===== config.mk =====
export PLATFORM = sky130hd
export DESIGN_NAME = ultrasound_scan_scheduler
export DESIGN_NICKNAME = d
export VERILOG_FILES = /design/src/rtl/ultrasound_scan_scheduler.sv
export SDC_FILE = /design/constraint.sdc
export NUM_CORES = 1
export LEC_CHECK = 0
export CORE_MARGIN = 5
export CORE_UTILIZATION = 45
export CTS_CLUSTER_DIAMETER = 200
export DETAILED_ROUTE_END_ITERATION = 8
export PLACE_DENSITY = 0.67
export SYNTH_ARGS = -nofsm -noshare
export SYNTH_HDL_FRONTEND = slang
export SYNTH_SLANG_ARGS = --single-unit

===== constraint.sdc =====
create_clock -name clock -period 2.3 [get_ports clock]
set_clock_uncertainty 0.1 [all_clocks]
set_input_delay 0.345 -clock clock [delete_from_list [all_inputs] [get_ports clock]]
set_output_delay 0.345 -clock clock [all_outputs]
set_load 0.01 [all_outputs]

===== src/rtl/ultrasound_scan_scheduler.sv =====
// Scan sequencer for the ultrasound location calculator: periodic/on-demand launches,
// per-attempt watchdog with calculator reset and bounded retries, and a held location register.
module ultrasound_scan_scheduler #(
    parameter int SCAN_PERIOD    = 13_500_000,
    parameter int TIMEOUT_CYCLES = 540_000_000,
    parameter int RESET_HOLD     = 2,
    parameter int MAX_RETRIES    = 2
) (
    input  logic        clock,
    input  logic        reset_n,
    input  logic        enable,
    input  logic        scan_request,
    input  logic        calc_done,
    input  logic [11:0] calc_location,
    output logic        calc_start,
    output logic        calc_reset,
    output logic [11:0] location,
    output logic        location_valid,
    output logic        location_new,
    output logic        target_lost,
    output logic        timeout_error,
    output logic        busy,
    output logic [7:0]  scan_count,
    output logic [1:0]  state
);

    typedef enum logic [1:0] {
        IDLE      = 2'd0,
        WAIT_DONE = 2'd1,
        RECOVER   = 2'd2
    } state_t;

    localparam logic [24:0] PERIOD_LAST  = 25'(SCAN_PERIOD - 1);
    localparam logic [29:0] TIMEOUT_LAST = 30'(TIMEOUT_CYCLES - 1);
    localparam logic [3:0]  HOLD_LAST    = 4'(RESET_HOLD - 1);
    localparam logic [1:0]  RETRY_LIMIT  = 2'(MAX_RETRIES);

    state_t      state_q, state_d;
    logic [24:0] period_cnt, period_d;
    logic [29:0] wd_cnt, wd_d;
    logic [3:0]  hold_cnt, hold_d;
    logic [1:0]  retry_cnt, retry_d;
    logic        pending, pending_d;
    logic        start_d, reset_d, valid_d, new_d, lost_d, terr_d, busy_d;
    logic [11:0] loc_d;
    logic [7:0]  count_d;

    assign state = state_q;

    // NOTE: every signal gets a default at the top of always_comb so no path
    // leaves it unassigned; a missing default would infer a latch.
    always_comb begin
        state_d   = state_q;
        period_d  = period_cnt;
        wd_d      = wd_cnt;
        hold_d    = hold_cnt;
        retry_d   = retry_cnt;
        pending_d = pending | scan_request;
        start_d   = 1'b0;
        reset_d   = 1'b0;
        loc_d     = location;
        valid_d   = location_valid;
        new_d     = 1'b0;
        lost_d    = target_lost;
        terr_d    = timeout_error;
        count_d   = scan_count;

        unique case (state_q)
            IDLE: begin
                // Request and period expiry in the same cycle launch a single scan.
                if (pending || scan_request || (enable && period_cnt == PERIOD_LAST)) begin
                    state_d   = WAIT_DONE;
                    start_d   = 1'b1;
                    wd_d      = '0;
                    period_d  = '0;
                    retry_d   = '0;
                    pending_d = 1'b0;
                end else if (enable) begin
                    period_d = period_cnt + 1'b1;
                end else begin
                    period_d = '0;
                end
            end
            WAIT_DONE: begin
                wd_d = wd_cnt + 1'b1;
                if (calc_done) begin
                    state_d = IDLE;
                    count_d = scan_count + 1'b1;
                    terr_d  = 1'b0;
                    if (calc_location[7:0] != 8'd0) begin
                        loc_d   = calc_location;
                        valid_d = 1'b1;
                        new_d   = 1'b1;
                        lost_d  = 1'b0;
                    end else begin
                        lost_d = 1'b1;
                    end
                end else if (wd_cnt == TIMEOUT_LAST) begin
                    reset_d = 1'b1;
                    hold_d  = '0;
                    state_d = RECOVER;
                end
            end
            RECOVER: begin
                hold_d  = hold_cnt + 1'b1;
                reset_d = 1'b1;
                // The retry start coincides with calc_reset falling.
                if (hold_cnt == HOLD_LAST) begin
                    reset_d = 1'b0;
                    if (retry_cnt < RETRY_LIMIT) begin
                        retry_d = retry_cnt + 1'b1;
                        start_d = 1'b1;
                        wd_d    = '0;
                        state_d = WAIT_DONE;
                    end else begin
                        terr_d  = 1'b1;
                        count_d = scan_count + 1'b1;
                        state_d = IDLE;
                    end
                end
            end
            default: state_d = IDLE;
        endcase

        busy_d = (state_d != IDLE);
    end

    // NOTE: state registers use non-blocking assignments so every flop samples
    // the pre-edge values computed by the combinational block above.
    always_ff @(posedge clock or negedge reset_n) begin
        if (!reset_n) begin
            state_q        <= IDLE;
            period_cnt     <= '0;
            wd_cnt         <= '0;
            hold_cnt       <= '0;
            retry_cnt      <= '0;
            pending        <= 1'b0;
            calc_start     <= 1'b0;
            calc_reset     <= 1'b1;
            location       <= '0;
            location_valid <= 1'b0;
            location_new   <= 1'b0;
            target_lost    <= 1'b0;
            timeout_error  <= 1'b0;
            busy           <= 1'b0;
            scan_count     <= '0;
        end else begin
            state_q        <= state_d;
            period_cnt     <= period_d;
            wd_cnt         <= wd_d;
            hold_cnt       <= hold_d;
            retry_cnt      <= retry_d;
            pending        <= pending_d;
            calc_start     <= start_d;
            calc_reset     <= reset_d;
            location       <= loc_d;
            location_valid <= valid_d;
            location_new   <= new_d;
            target_lost    <= lost_d;
            timeout_error  <= terr_d;
            busy           <= busy_d;
            scan_count     <= count_d;
        end
    end

endmodule

# Word-level counts from Yosys, hierarchy flattened
# Index checks and enable logic that the tools add are counted.
# classes
magnitude_cmp	1
bitwise	1
muxes	41
n_reduce_logical	15
n_addsub	5
eq_ne	12
# ops
op	count
2-to-1 mux 30 bit	3
case mux 30 bit (3 select lines)	1
2-to-1 mux 25 bit	2
adder 30 x 1 -> 30 bit (second input constant)	1
== test 30 bit (second input constant)	1
adder 25 x 1 -> 25 bit (second input constant)	1
== test 25 x 24 -> 1 bit (second input constant)	1
2-to-1 mux 8 bit	3
2-to-1 mux 1 bit	16
case mux 8 bit (2 select lines)	1
2-to-1 mux 2 bit	7
!= test 2 bit (second input constant)	7
AND reduction 4 bit	3
adder 8 x 1 -> 8 bit (second input constant)	1
2-to-1 mux 4 bit	2
case mux 4 bit (2 select lines)	1
nonzero test 8 bit	1
case mux 1 bit (2 select lines)	3
case mux 2 bit (3 select lines)	1
AND reduction 3 bit	2
nonzero test 2 bit	3
adder 4 x 1 -> 4 bit (second input constant)	1
== test 4 x 1 -> 1 bit (second input constant)	1
case mux 2 bit (2 select lines)	1
10 further kinds	11
# totals
register_bits	91
in_bits	17

# Depth between registers and ports, before layout
# depth
depth_word	6
mapped_depth	10

# Worst setup path before layout
# OpenSTA, ideal clock, no wires.
# synth_path
path_kind	flip-flop to flip-flop
startpoint	register period_cnt[0]
endpoint	register wd_cnt[26]
t_required_ns	2.090
stages_incl_launch_ff	11
t_arrival_ns	1.993
setup_time_ns	0.110
path_slack_ns	0.097
n_path_buf	4
path_cell_list	dfrtp_1 ha_1 and4_1 buf_4 and4_4 a21oi_2 buf_6 or2_1 buf_6 buf_6 o41ai_1
# synth_via
elab_chain_cells	5
# synth_rtl
element	line_no	source
start: declaration	39	logic [24:0] period_cnt, period_d;
start signal: assignment	149	period_cnt <= period_d;
== test 25 x 24 -> 1 bit	71	if (pending || scan_request || (enable && period_cnt == PERIOD_LAST)) begin
logical AND 1 bit	71	
logical OR 1 bit	71	
!= test 2 bit (no line)	n/a	
AND reduction 4 bit (no line)	n/a	
end signal: assignment	150	wd_cnt <= wd_d;
end: declaration	40	logic [29:0] wd_cnt, wd_d;
# No other way between the ends.
# A chain may end at the register's enable or synchronous reset.

# Final worst setup path
# layout_path
startpoint	register wd_cnt[22]
endpoint	register hold_cnt[3]
# layout_via
elab_chain_cells	3
# layout_rtl
element	line_no	source
== test 30 bit	98	end else if (wd_cnt == TIMEOUT_LAST) begin
!= test 2 bit (no line)	n/a	
AND reduction 3 bit (no line)	n/a	
end signal: assignment	151	hold_cnt <= hold_d;
end: declaration	41	logic [3:0] hold_cnt, hold_d;
# No other way between the ends.

==> results list <==
- Worst-Margin Slew: 0.481 ns
* Crit path DAT: 2.36 ns
- Once layout is complete, the utilization of the core stands at 0.555.
* Top area cells in the synthesized netlist: sky130_fd_sc_hd__dfrtp_1 45%, sky130_fd_sc_hd__o31ai_1 4.8%, sky130_fd_sc_hd__mux2_2 2.9%
- Of the cells placed in the final design, the portion with a size suffix greater than 1 is 0.150.
* Cells along the critical path: nor4b_1 > buf_4 > nand4_1 > o41a_1 > nand2b_1 > a22o_1
- Clock network fraction of design power: 0.198
- The internal portion of the total power is 0.00328 W.
- Number of global-route vias before repair: 4,312
- The filler cells instantiated in the layout total 939.
- The commonest cells after synthesis are 90 x sky130_fd_sc_hd__dfrtp_1, 34 x sky130_fd_sc_hd__nand2_1, 32 x sky130_fd_sc_hd__o31ai_1.
- Peak supply drop: 0.000484 V
* Number of cells in the finished layout apart from fillers: 725
- Final Hold Violating Endpoints: 0
- Initial standard-cell utilization of the core: 0.460
- Detailed Route WL: 12,400 µm
- Detailed placement finished with a half-perimeter wire length of 8920 µm.
* Total global routing overflow: 0
* Count of routing violations after the opening detailed-route iteration: 401
- Grouping stages by cell kind, the critical path spends the most delay in compound AO/OA/AOI/OAI gates.
- Count of max-cap constraint violations: 0
- Kind of capture point of the worst setup path: register
- Number of distinct library cell variants in the gate-level netlist after synthesis: 59
* Required @ worst endpoint: 2.49 ns
- Entering global routing, the biggest net connects 42 pins.
* Final critical delay including setup and external delays: 2.17 ns
- Across all hold checks on the routed design, the worst slack comes to 0.304 ns.
- For this design the top-level I/O count stands at 46.
- Crit path kind: reg2reg
- Placer Congestion: 0.927
- Max Clock Freq: 460 MHz
* Total global routing track utilization: 0.194
* Psw: 0.00192 W
- The cell count after synthesis came out at 512.
- Of the post-synthesis cell area, the dominant cell type holds 0.449.
- The largest individual stage delay along the critical path comes from the cell sky130_fd_sc_hd__o41a_1.
* Antenna diodes: 0
- Detailed-routing iteration count for the pre-antenna-repair pass: 6
- Input and output buffers added on the ports amount to 45.
- The share of the Yosys chip area taken by registers is 0.454.
- Max-slew violation count: 0
- Total number of vias: 4,433
* Overall die area: 13,400 µm²
- After detailed routing, the number of vias per cell comes to 6.11.
* Cell Count Post-Placement: 708
- For this run, the slowest stage of the critical path takes 0.48 ns.
- After layout, the design draws a total of 0.00520 W.
* Post-Syn Area: 5010 µm²
- In the synthesized netlist the dominant register cell turns out to be sky130_fd_sc_hd__dfrtp_1.
* TritonCTS clock tree: done
* Clock insertion delay at the later pin of the skew report: 0.39 ns
* Result of the run: finished, final reports clean
- Class of the worst hold path: in2async
- Area of the core region: 10,900 µm²
- By instance count, the leading cell after synthesis is sky130_fd_sc_hd__dfrtp_1.
- Setup violations remaining at the end of the flow were counted as 0.
- Period utilization: 0.945
- Yosys synthesis warning count: 0
* Dominant cell type by area after synthesis: sky130_fd_sc_hd__dfrtp_1
- Setup total negative slack on the finished layout was measured at 0 ns.
- Averaged over all synthesized cells, the footprint is 9.79 µm².
* Overall die width: 116 µm
* Clock transition time at the flip-flop clock pins of the worst setup and hold paths: 0.10 ns
- Remaining antenna violation count: 0
- Longest Clk Path Bufs: 2
- Net switching fraction of the power: 0.369
* Wire length of the first global-routing pass: 20,900 µm
- Clock tree sinks: 91
* Reg power frac: 0.407
* Net Count, Synth: 538
- The H-tree generated during clock tree synthesis spans 3 levels.
- Async set or reset register ratio after synthesis: 1.00
- Of all nets on the critical path, the largest fanout is 5.
* Area growth from synthesis to final layout: 20.6%
- Crit start category: register
- The share of total power dissipated in combinational logic is 0.394.
* Root buffer selected by CTS: sky130_fd_sc_hd__clkbuf_8
- Power per cell area: 860 nW/µm²
* Die Height: 116 µm
* CP Buf/Inv Count: 1
- TritonCTS buffer count: 9
* DRC violations left: 0
- In the final routed layout, each cell accounts on average for 17.2 µm.
- Counting flops with a built-in enable in the synthesized netlist gives 0.
- Number of standard-cell rows in the floorplan: 38
* Normalized max-slew margin: 0.677
- After the last flow step, the layout net total stands at 606.
* FF+latch count, synth: 91
- The number of antenna violations at the first check in global routing is 0.
- Pleak: 2.52 nW
power by group through the flow:
| stage | Clock (W) | Sequential [W] | Combinational (W) |
|---|---|---|---|
| floorplan | 0 | 0.00220 | 0.00103 |
| global placement | 0 | 0.00213 | 0.00200 |
| detailed placement | 0 | 0.00214 | 0.00205 |
| CTS | 0.00106 | 0.00211 | 0.00206 |
| global route | 0.00112 | 0.00217 | 0.00223 |
| finish | 0.00103 | 0.00212 | 0.00205 |
worst paths after layout:
path                                      startpoint                         to  slack (ns)  cells after the start
max in group asynchronous                    reset_n       calc_reset$_DFF_PN1_        1.10                      3
hold reg to reg            scan_count[7]$_DFFE_PN0P_  scan_count[7]$_DFFE_PN0P_        0.39                      1
min in group clock         scan_count[7]$_DFFE_PN0P_  scan_count[7]$_DFFE_PN0P_        0.39                      1
hold / removal                               reset_n  scan_count[2]$_DFFE_PN0P_        0.30                      2
setup / recovery              wd_cnt[22]$_DFFE_PN0P_    hold_cnt[3]$_DFFE_PN0P_        0.13                      6
setup reg to reg              wd_cnt[22]$_DFFE_PN0P_    hold_cnt[3]$_DFFE_PN0P_        0.13                      6
metrics by stage:
| step | worst slack [ns] | instance area (µm²) |
|---|---|---|
| after global routing | -0.00785 | 6050 |
| after global placement | -0.0369 | 5840 |
| after CTS | 0.0879 | 6030 |
| final | 0.126 | 6050 |
| after detailed placement | -0.103 | 5840 |
| after floorplan | 0.0968 | 5010 |
cell usage in the layout, fill, tap and decap left out, drive strengths merged, types with 7 or more instances in the layout:
master and count:
a21oi 23, a22o 9, a31oi 18, and2 8
and3 11, and4 13, buf 46, clkbuf 10
clkdlybuf4s50 44, dfrtp 90, ha 9, inv 20
mux2 13, nand2 34, nand2b 10, nand3 22
nand4 24, nor2 19, nor3 7, nor4 8
o21ai 27, o31ai 32, o41ai 11, xnor2 10
routing by layer:
layer / wire length [µm] / global-route usage / vias up
met4: 214 / 0.0822 / 0
met1: 5740 / 0.267 / 2175
met3: 710 / 0.0350 / 16
met5: 0 / 0 / -
li1: - / - / 2102
met2: 5780 / 0.302 / 140
area by class of cell:
type / count / area, µm² / area share
clock buffer: 10 / 128 / 0.0211
clock inverter: 6 / 50.0 / 0.00828
inverter: 17 / 63.8 / 0.0106
multi-input combinational: 370 / 2530 / 0.418
sequential: 91 / 2280 / 0.377
tap: 140 / 175 / 0.0290
timing repair buffer: 91 / 821 / 0.136
registers in the layout, summed over array words and instances (netlist names):
| name | cells |
|---|---|
| location | 12 |
| state | 2 |
| wd_cnt | 30 |
| timeout_error | 1 |
| period_cnt | 25 |
| target_lost | 1 |
| location_valid | 1 |
| pending | 1 |
| hold_cnt | 4 |
| calc_start | 1 |
| calc_reset | 1 |
| scan_count | 8 |
| busy | 1 |
| location_new | 1 |
| retry_cnt | 2 |
kinds of logic (layout without fill, tap and decap cells):
kind of cell	count (synthesis)	count (layout)	synth area share
simple gates	178	178	0.204
compound gates	153	153	0.215
mux	16	16	0.0352
flops	91	91	0.454
fa+ha+maj	9	9	0.0225
xor+xnor	14	14	0.0245
buf+inv	51	124	0.0444
timing repair:
item                                   CTS  global route
endpoints found under the hold margin   24             0
setup endpoints to repair                0            10
resized for setup                        0             4
hold buffers                             1             0
buffers inserted                         0             0
Power figures use the tool's default switching activity.
